<file path="src/rtl/sync_event_pkg.sv">
// sync_event_pkg: shared types and helpers for the sync_event input conditioner.
// Optional feature macro: SYNC_EVENT_DEBOUNCE_EN (used by sync_event_ch).
package sync_event_pkg;

  // Width of one channel's mode field inside mode_i.
  localparam int MODE_W = 2;

  // Which stable-level edge(s) produce an event pulse.
  typedef enum logic [MODE_W-1:0] {
    EDGE_NONE = 2'b00,
    EDGE_RISE = 2'b01,
    EDGE_FALL = 2'b10,
    EDGE_BOTH = 2'b11
  } edge_mode_t;

  // Returns 1 when the edge seen this cycle is one the mode selects.
  function automatic logic edge_hit(edge_mode_t mode, logic rise, logic fall);
    logic hit;
    hit = 1'b0;
    case (mode)
      EDGE_NONE: hit = 1'b0;
      EDGE_RISE: hit = rise;
      EDGE_FALL: hit = fall;
      EDGE_BOTH: hit = rise | fall;
      default:   hit = 1'b0;
    endcase
    return hit;
  endfunction

endpackage

</file>
<file path="src/rtl/sync_event_ch.sv">
// sync_event_ch: one input channel -- synchronizer chain, optional debounce,
// edge detection, mode-selected event pulse and sticky event/overflow flags.
// Optional feature macro: SYNC_EVENT_DEBOUNCE_EN. When undefined the stable
// level simply follows the last synchronizer stage (one-cycle filter).
module sync_event_ch
  import sync_event_pkg::*;
#(
  parameter int   STAGES    = 2,
  parameter int   DB_CYCLES = 16,
  parameter logic INIT      = 1'b0
) (
  input  logic              clk_i,
  input  logic              rst_ni,
  input  logic              async_i,
  input  logic [MODE_W-1:0] mode_i,
  input  logic              clr_i,
  output logic              level_o,
  output logic              rise_o,
  output logic              fall_o,
  output logic              evt_o,
  output logic              flag_o,
  output logic              ovf_o
);

  // Elaboration-time parameter sanity checks.
  if (STAGES < 2) begin : g_bad_stages
    $error("sync_event_ch: STAGES must be >= 2");
  end
  if (DB_CYCLES < 1) begin : g_bad_db
    $error("sync_event_ch: DB_CYCLES must be >= 1");
  end

  logic [STAGES-1:0] r_sync;
  logic              w_s;
  logic              w_upd;
  logic              w_rise;
  logic              w_fall;
  logic              w_evt;
  logic              w_flag_nxt;
  logic              w_ovf_nxt;
  logic              r_level;
  logic              r_rise;
  logic              r_fall;
  logic              r_evt;
  logic              r_flag;
  logic              r_ovf;

  // Synchronizer chain: the first flop is the only one exposed to async_i.
  always_ff @(posedge clk_i or negedge rst_ni) begin
    if (!rst_ni) begin
      r_sync <= {STAGES{INIT}};
    end else begin
      r_sync <= {r_sync[STAGES-2:0], async_i};
    end
  end

  assign w_s = r_sync[STAGES-1];

`ifdef SYNC_EVENT_DEBOUNCE_EN
  // Counter never needs to hold DB_CYCLES itself; it wraps at DB_CYCLES-1.
  localparam int                CNT_W    = $clog2(DB_CYCLES + 1);
  localparam logic [CNT_W-1:0]  CNT_LAST = CNT_W'(DB_CYCLES - 1);

  logic [CNT_W-1:0] r_cnt;
  logic [CNT_W-1:0] w_cnt_nxt;

  // Debounce: accept the new level only after DB_CYCLES consecutive mismatches.
  always_comb begin
    w_cnt_nxt = '0;
    w_upd     = 1'b0;
    if (w_s != r_level) begin
      if (r_cnt == CNT_LAST) begin
        w_upd     = 1'b1;
        w_cnt_nxt = '0;
      end else begin
        w_upd     = 1'b0;
        w_cnt_nxt = r_cnt + CNT_W'(1);
      end
    end else begin
      w_upd     = 1'b0;
      w_cnt_nxt = '0;
    end
  end

  // Debounce counter register; a reset discards any partial count.
  always_ff @(posedge clk_i or negedge rst_ni) begin
    if (!rst_ni) begin
      r_cnt <= '0;
    end else begin
      r_cnt <= w_cnt_nxt;
    end
  end
`else
  // Without debounce the stable level tracks the synchronizer every cycle.
  assign w_upd = (w_s != r_level);
`endif

  // Edge, event and sticky-flag next-state logic.
  always_comb begin
    w_rise     = 1'b0;
    w_fall     = 1'b0;
    w_evt      = 1'b0;
    w_flag_nxt = 1'b0;
    w_ovf_nxt  = 1'b0;
    if (w_upd) begin
      w_rise = w_s;
      w_fall = ~w_s;
    end else begin
      w_rise = 1'b0;
      w_fall = 1'b0;
    end
    w_evt = edge_hit(edge_mode_t'(mode_i), w_rise, w_fall);
    // Clear is applied first, a coincident event then re-sets the flag.
    if (clr_i) begin
      w_flag_nxt = w_evt;
      w_ovf_nxt  = 1'b0;
    end else begin
      w_flag_nxt = r_flag | w_evt;
      w_ovf_nxt  = r_ovf | (w_evt & r_flag);
    end
  end

  // Output registers: level, one-cycle pulses and sticky flags.
  always_ff @(posedge clk_i or negedge rst_ni) begin
    if (!rst_ni) begin
      r_level <= INIT;
      r_rise  <= 1'b0;
      r_fall  <= 1'b0;
      r_evt   <= 1'b0;
      r_flag  <= 1'b0;
      r_ovf   <= 1'b0;
    end else begin
      if (w_upd) begin
        r_level <= w_s;
      end else begin
        r_level <= r_level;
      end
      r_rise <= w_rise;
      r_fall <= w_fall;
      r_evt  <= w_evt;
      r_flag <= w_flag_nxt;
      r_ovf  <= w_ovf_nxt;
    end
  end

  assign level_o = r_level;
  assign rise_o  = r_rise;
  assign fall_o  = r_fall;
  assign evt_o   = r_evt;
  assign flag_o  = r_flag;
  assign ovf_o   = r_ovf;

endmodule

</file>
<file path="src/rtl/sync_event.sv">
// sync_event: multi-channel asynchronous input conditioner. Each channel is
// an independent sync_event_ch; this top only slices the vector ports.
// Optional feature macro: SYNC_EVENT_DEBOUNCE_EN (debounce counters).
module sync_event
  import sync_event_pkg::*;
#(
  parameter int            CH        = 4,
  parameter int            STAGES    = 2,
  parameter int            DB_CYCLES = 16,
  parameter logic [CH-1:0] INIT      = '0
) (
  input  logic                 clk_i,
  input  logic                 rst_ni,
  input  logic [CH-1:0]        async_i,
  input  logic [MODE_W*CH-1:0] mode_i,
  input  logic [CH-1:0]        clr_i,
  output logic [CH-1:0]        level_o,
  output logic [CH-1:0]        rise_o,
  output logic [CH-1:0]        fall_o,
  output logic [CH-1:0]        evt_o,
  output logic [CH-1:0]        flag_o,
  output logic [CH-1:0]        ovf_o
);

  // Elaboration-time parameter sanity check.
  if (CH < 1) begin : g_bad_ch
    $error("sync_event: CH must be >= 1");
  end

  for (genvar c = 0; c < CH; c++) begin : g_ch
    sync_event_ch #(
      .STAGES    (STAGES),
      .DB_CYCLES (DB_CYCLES),
      .INIT      (INIT[c])
    ) u_ch (
      .clk_i   (clk_i),
      .rst_ni  (rst_ni),
      .async_i (async_i[c]),
      .mode_i  (mode_i[MODE_W*c +: MODE_W]),
      .clr_i   (clr_i[c]),
      .level_o (level_o[c]),
      .rise_o  (rise_o[c]),
      .fall_o  (fall_o[c]),
      .evt_o   (evt_o[c]),
      .flag_o  (flag_o[c]),
      .ovf_o   (ovf_o[c])
    );
  end

endmodule

</file>
<file path="config.mk">
export PLATFORM = sky130hd
export DESIGN_NAME = sync_event
export DESIGN_NICKNAME = d
export VERILOG_FILES = /design/src/rtl/sync_event_pkg.sv /design/src/rtl/sync_event_ch.sv /design/src/rtl/sync_event.sv
export SDC_FILE = /design/constraint.sdc
export NUM_CORES = 1
export LEC_CHECK = 0
export ABC_AREA = 0
export CORE_UTILIZATION = 45
export CTS_CLUSTER_DIAMETER = 100
export DETAILED_ROUTE_END_ITERATION = 8
export HOLD_SLACK_MARGIN = 0.15
export PLACE_DENSITY = 0.76
export SKIP_LAST_GASP = 1
export SYNTH_ARGS = -nofsm -noshare
export SYNTH_HDL_FRONTEND = slang
export SYNTH_SLANG_ARGS = --single-unit
</file>
<file path="constraint.sdc">
create_clock -name clk_i -period 3.9 [get_ports clk_i]
set_clock_uncertainty 0.2 [all_clocks]
set_input_delay 0.78 -clock clk_i [delete_from_list [all_inputs] [get_ports clk_i]]
set_output_delay 0.78 -clock clk_i [all_outputs]
set_load 0.005 [all_outputs]
</file>
==> results.tsv <==
stage	metric	value	unit
critical_path	arrival	1.29	ns
clocking	clk_path_buf_depth	2	
power	power-per-cell-area	561.7	mW/mm2
power	leakagePower	0.8165	nW
clocking	ctsHoldBuffers	0	
synthesis	postSynthCellCount	123	
detailed_routing	drtPass1Iterations	4	
synthesis	syn-num-nets	149	
synthesis	ys_types	15	
placement	portBuffers	41	
grt	antenna_found_initial	0	
synthesis	synth_compound_area_share	13.87	%
critical_path	crit_path_max_fanout	4	
detailed_routing	routed_wl	2320	um
sta	tns	0	ns
placement	dpl.hpwl	1780	um
synthesis	yosysTopAreaCellShare	55.85	%
synthesis	synthAdderAreaFrac	6.981	%
die	die_y	58.45	um
sta	layout_min_cycle_time	2.269	ns
synthesis	syn_area	0.001434	mm2
sta	slew_headroom	73.80	%
die	io_pins	42	
grt	grt_pass1_wl	4057	um
clocking	cts_setup_buffers	0	
sta	setup_viol	0	
synthesis	synth_xor_area_share	0	%
die	die_x	58.45	um
job	cap_violations	0	
clocking	clock_latency	0.33	ns
detailed_routing	ant_nets	0	
synthesis	ys_seq_area_share	55.85	%
synthesis	synth_top_family_by_area	buffers and inverters	
critical_path	end_kind	output pin	
critical_path	cp_top_family	buffers and inverters	
detailed_routing	drtIter0Drc	33	
clocking	cts_max_level	2	
die	die_area	0.003416	mm2
synthesis	ys_seq_elements	32	
sta	rsz0062_at_grt	false	
detailed_routing	drc	0	
grt	grt-ovfl-total	0	
placement	pre_cts_slack	1.828	ns
clocking	cts_tree	yes	
synthesis	yosys-top-cells-area	dfrtp_1 (56%), buf_4 (13%), ha_1 (7.0%)	
critical_path	cp_cell_sequence	clkdlybuf4s50_1	
clocking	cts_resized	0	
worst_hold_path	hp-class	flip-flop to flip-flop	
critical_path	cpPeakStageDelay	0.53	ns
synthesis	synth_warnings	0	
sta	period_share	58.18	%
sta	hold_violations	0	
sta	layout_setup_ws	1.631	ns
detailed_routing	wl_per_cell	12.02	um
sta	maxClockFrequency	440.7	MHz
power	ir_drop	0.2783	mV
critical_path	startpoint_type	flip-flop	
finish	final_layout_size_suffix_gt1_share	8.725	%
grt	grt_max_degree	33	
finish	syn2layout_area_growth	24.52	%
die	rows	20	
clocking	cts-root-buf	clkbuf_4	
sta	drv_slew	0	
synthesis	synthMuxAreaShare	0	%
critical_path	crit_required	2.92	ns
finish	num_antenna_cells	0	
critical_path	slowest_stage	clkdlybuf4s50_1	
detailed_routing	vias_per_cell	4.782	
detailed_routing	vias	923	
clocking	cts_made_buffers	5	
critical_path	critPathBufInv	1	
clocking	clk_pin_slew	0.09	ns
run_status	status	complete, no violations	
die	core	0.003028	mm2
grt	grt_usage	16.50	%
synthesis	synth.avg_cell_area	11.66	um2
sta	tightest_slew	0.3929	ns
critical_path	critPathKind	flip-flop to output pin	
placement	gp_congestion	0.7430	
synthesis	synth-simple-area-share	6.545	%
finish	mostFrequentLayoutCells	clkdlybuf4s50_1 (41), dfrtp_1 (32), inv_1 (16), nand2_1 (9), ha_1 (8)	
finish	final_common_cell	clkdlybuf4s50_1	
synthesis	yosysTopAreaCell	dfrtp_1	
finish	final_nets	174	
die	start_util	47.36	%
clocking	cts_sinks	32	
grt	grt_pass1_vias	972	
## area by class of cell
cell class / instances / area (um2)
fill: 257 / 1242
sequential: 32 / 800.8
timing repair buffer: 42 / 417.9
multi-input combinational: 51 / 392.9
inverter: 16 / 60.06
clock buffer: 8 / 58.81
tap: 44 / 55.05
## Yosys cell counts (all sizes together)
library cell and instances:
nand2 9, a21oi 4, inv 16, o221ai 4, buf 24, o211ai 4, a41oi 4, o2111ai 1
ha 8, nor2b 6, dfrtp 32, o21ai 11
## logic make-up after synthesis
family,after synthesis
buffers and inverters,40
flip-flops,32
adder cells (fa/ha/maj),8
AND/OR/NAND/NOR,15
AO/OA/AOI/OAI,28
## metal layers
metal | track usage, % | wire length (um) | vias up | part of all wire (%)
met5 | 0 | 0 | - | 0
met3 | 6.154 | 177 | 11 | 7.6
li1 | - | - | 440 | -
met4 | 13.61 | 94 | 0 | 4.1
met1 | 15.70 | 864 | 437 | 37
met2 | 28.24 | 1183 | 35 | 51
## stage by stage
| step | total power, mW | utilization [%] | hold slack (ns) | instances | area (um2) |
|---|---|---|---|---|---|
| global route | 1.077 | 58.97 | 0.1656 | 193 | 1785 |
| CTS | 1.021 | 58.97 | 0.1574 | 193 | 1785 |
| floorplan | 0.7115 | - | 0.1312 | 123 | 1434 |
| detailed placement | 0.8259 | 57.02 | 0.1358 | 185 | 1727 |
| global placement | 0.8088 | 57.02 | 0.1312 | 185 | 1727 |
| finish | 1.003 | 58.97 | 0.1524 | 193 | 1785 |
## state kept, by name, summed over array words and instances (netlist names)
register	flops
g_ch.u_ch.rise_o	4
g_ch.u_ch.flag_o	4
g_ch.u_ch.level_o	4
g_ch.u_ch.ovf_o	4
g_ch.u_ch.fall_o	4
g_ch.u_ch.evt_o	4
g_ch.u_ch.r_sync	8
## final timing paths
check	from	endpoint	slack, ns	cells after the start
hold / removal	g_ch[2].u_ch.r_sync[0]$_DFF_PN0_	g_ch[2].u_ch.r_sync[1]$_DFF_PN0_	0.15	0
min in group asynchronous	rst_ni	g_ch[3].u_ch.r_sync[0]$_DFF_PN0_	0.63	2
max in group asynchronous	rst_ni	g_ch[1].u_ch.rise_o$_DFF_PN0_	2.58	2
hold reg to reg	g_ch[2].u_ch.r_sync[0]$_DFF_PN0_	g_ch[2].u_ch.r_sync[1]$_DFF_PN0_	0.15	0
setup / recovery	g_ch[1].u_ch.flag_o$_DFF_PN0_	flag_o[1]	1.63	1
setup reg to reg	g_ch[1].u_ch.level_o$_DFFE_PN0P_	g_ch[1].u_ch.flag_o$_DFF_PN0_	2.43	4
## report_power, final
part           switching, mW  internal, mW  total (mW)
combinational          0.136         0.212       0.348
clock                  0.102        0.0888       0.191
sequential            0.0541         0.410       0.464
No activity file was read; power rests on OpenSTA's default activity.
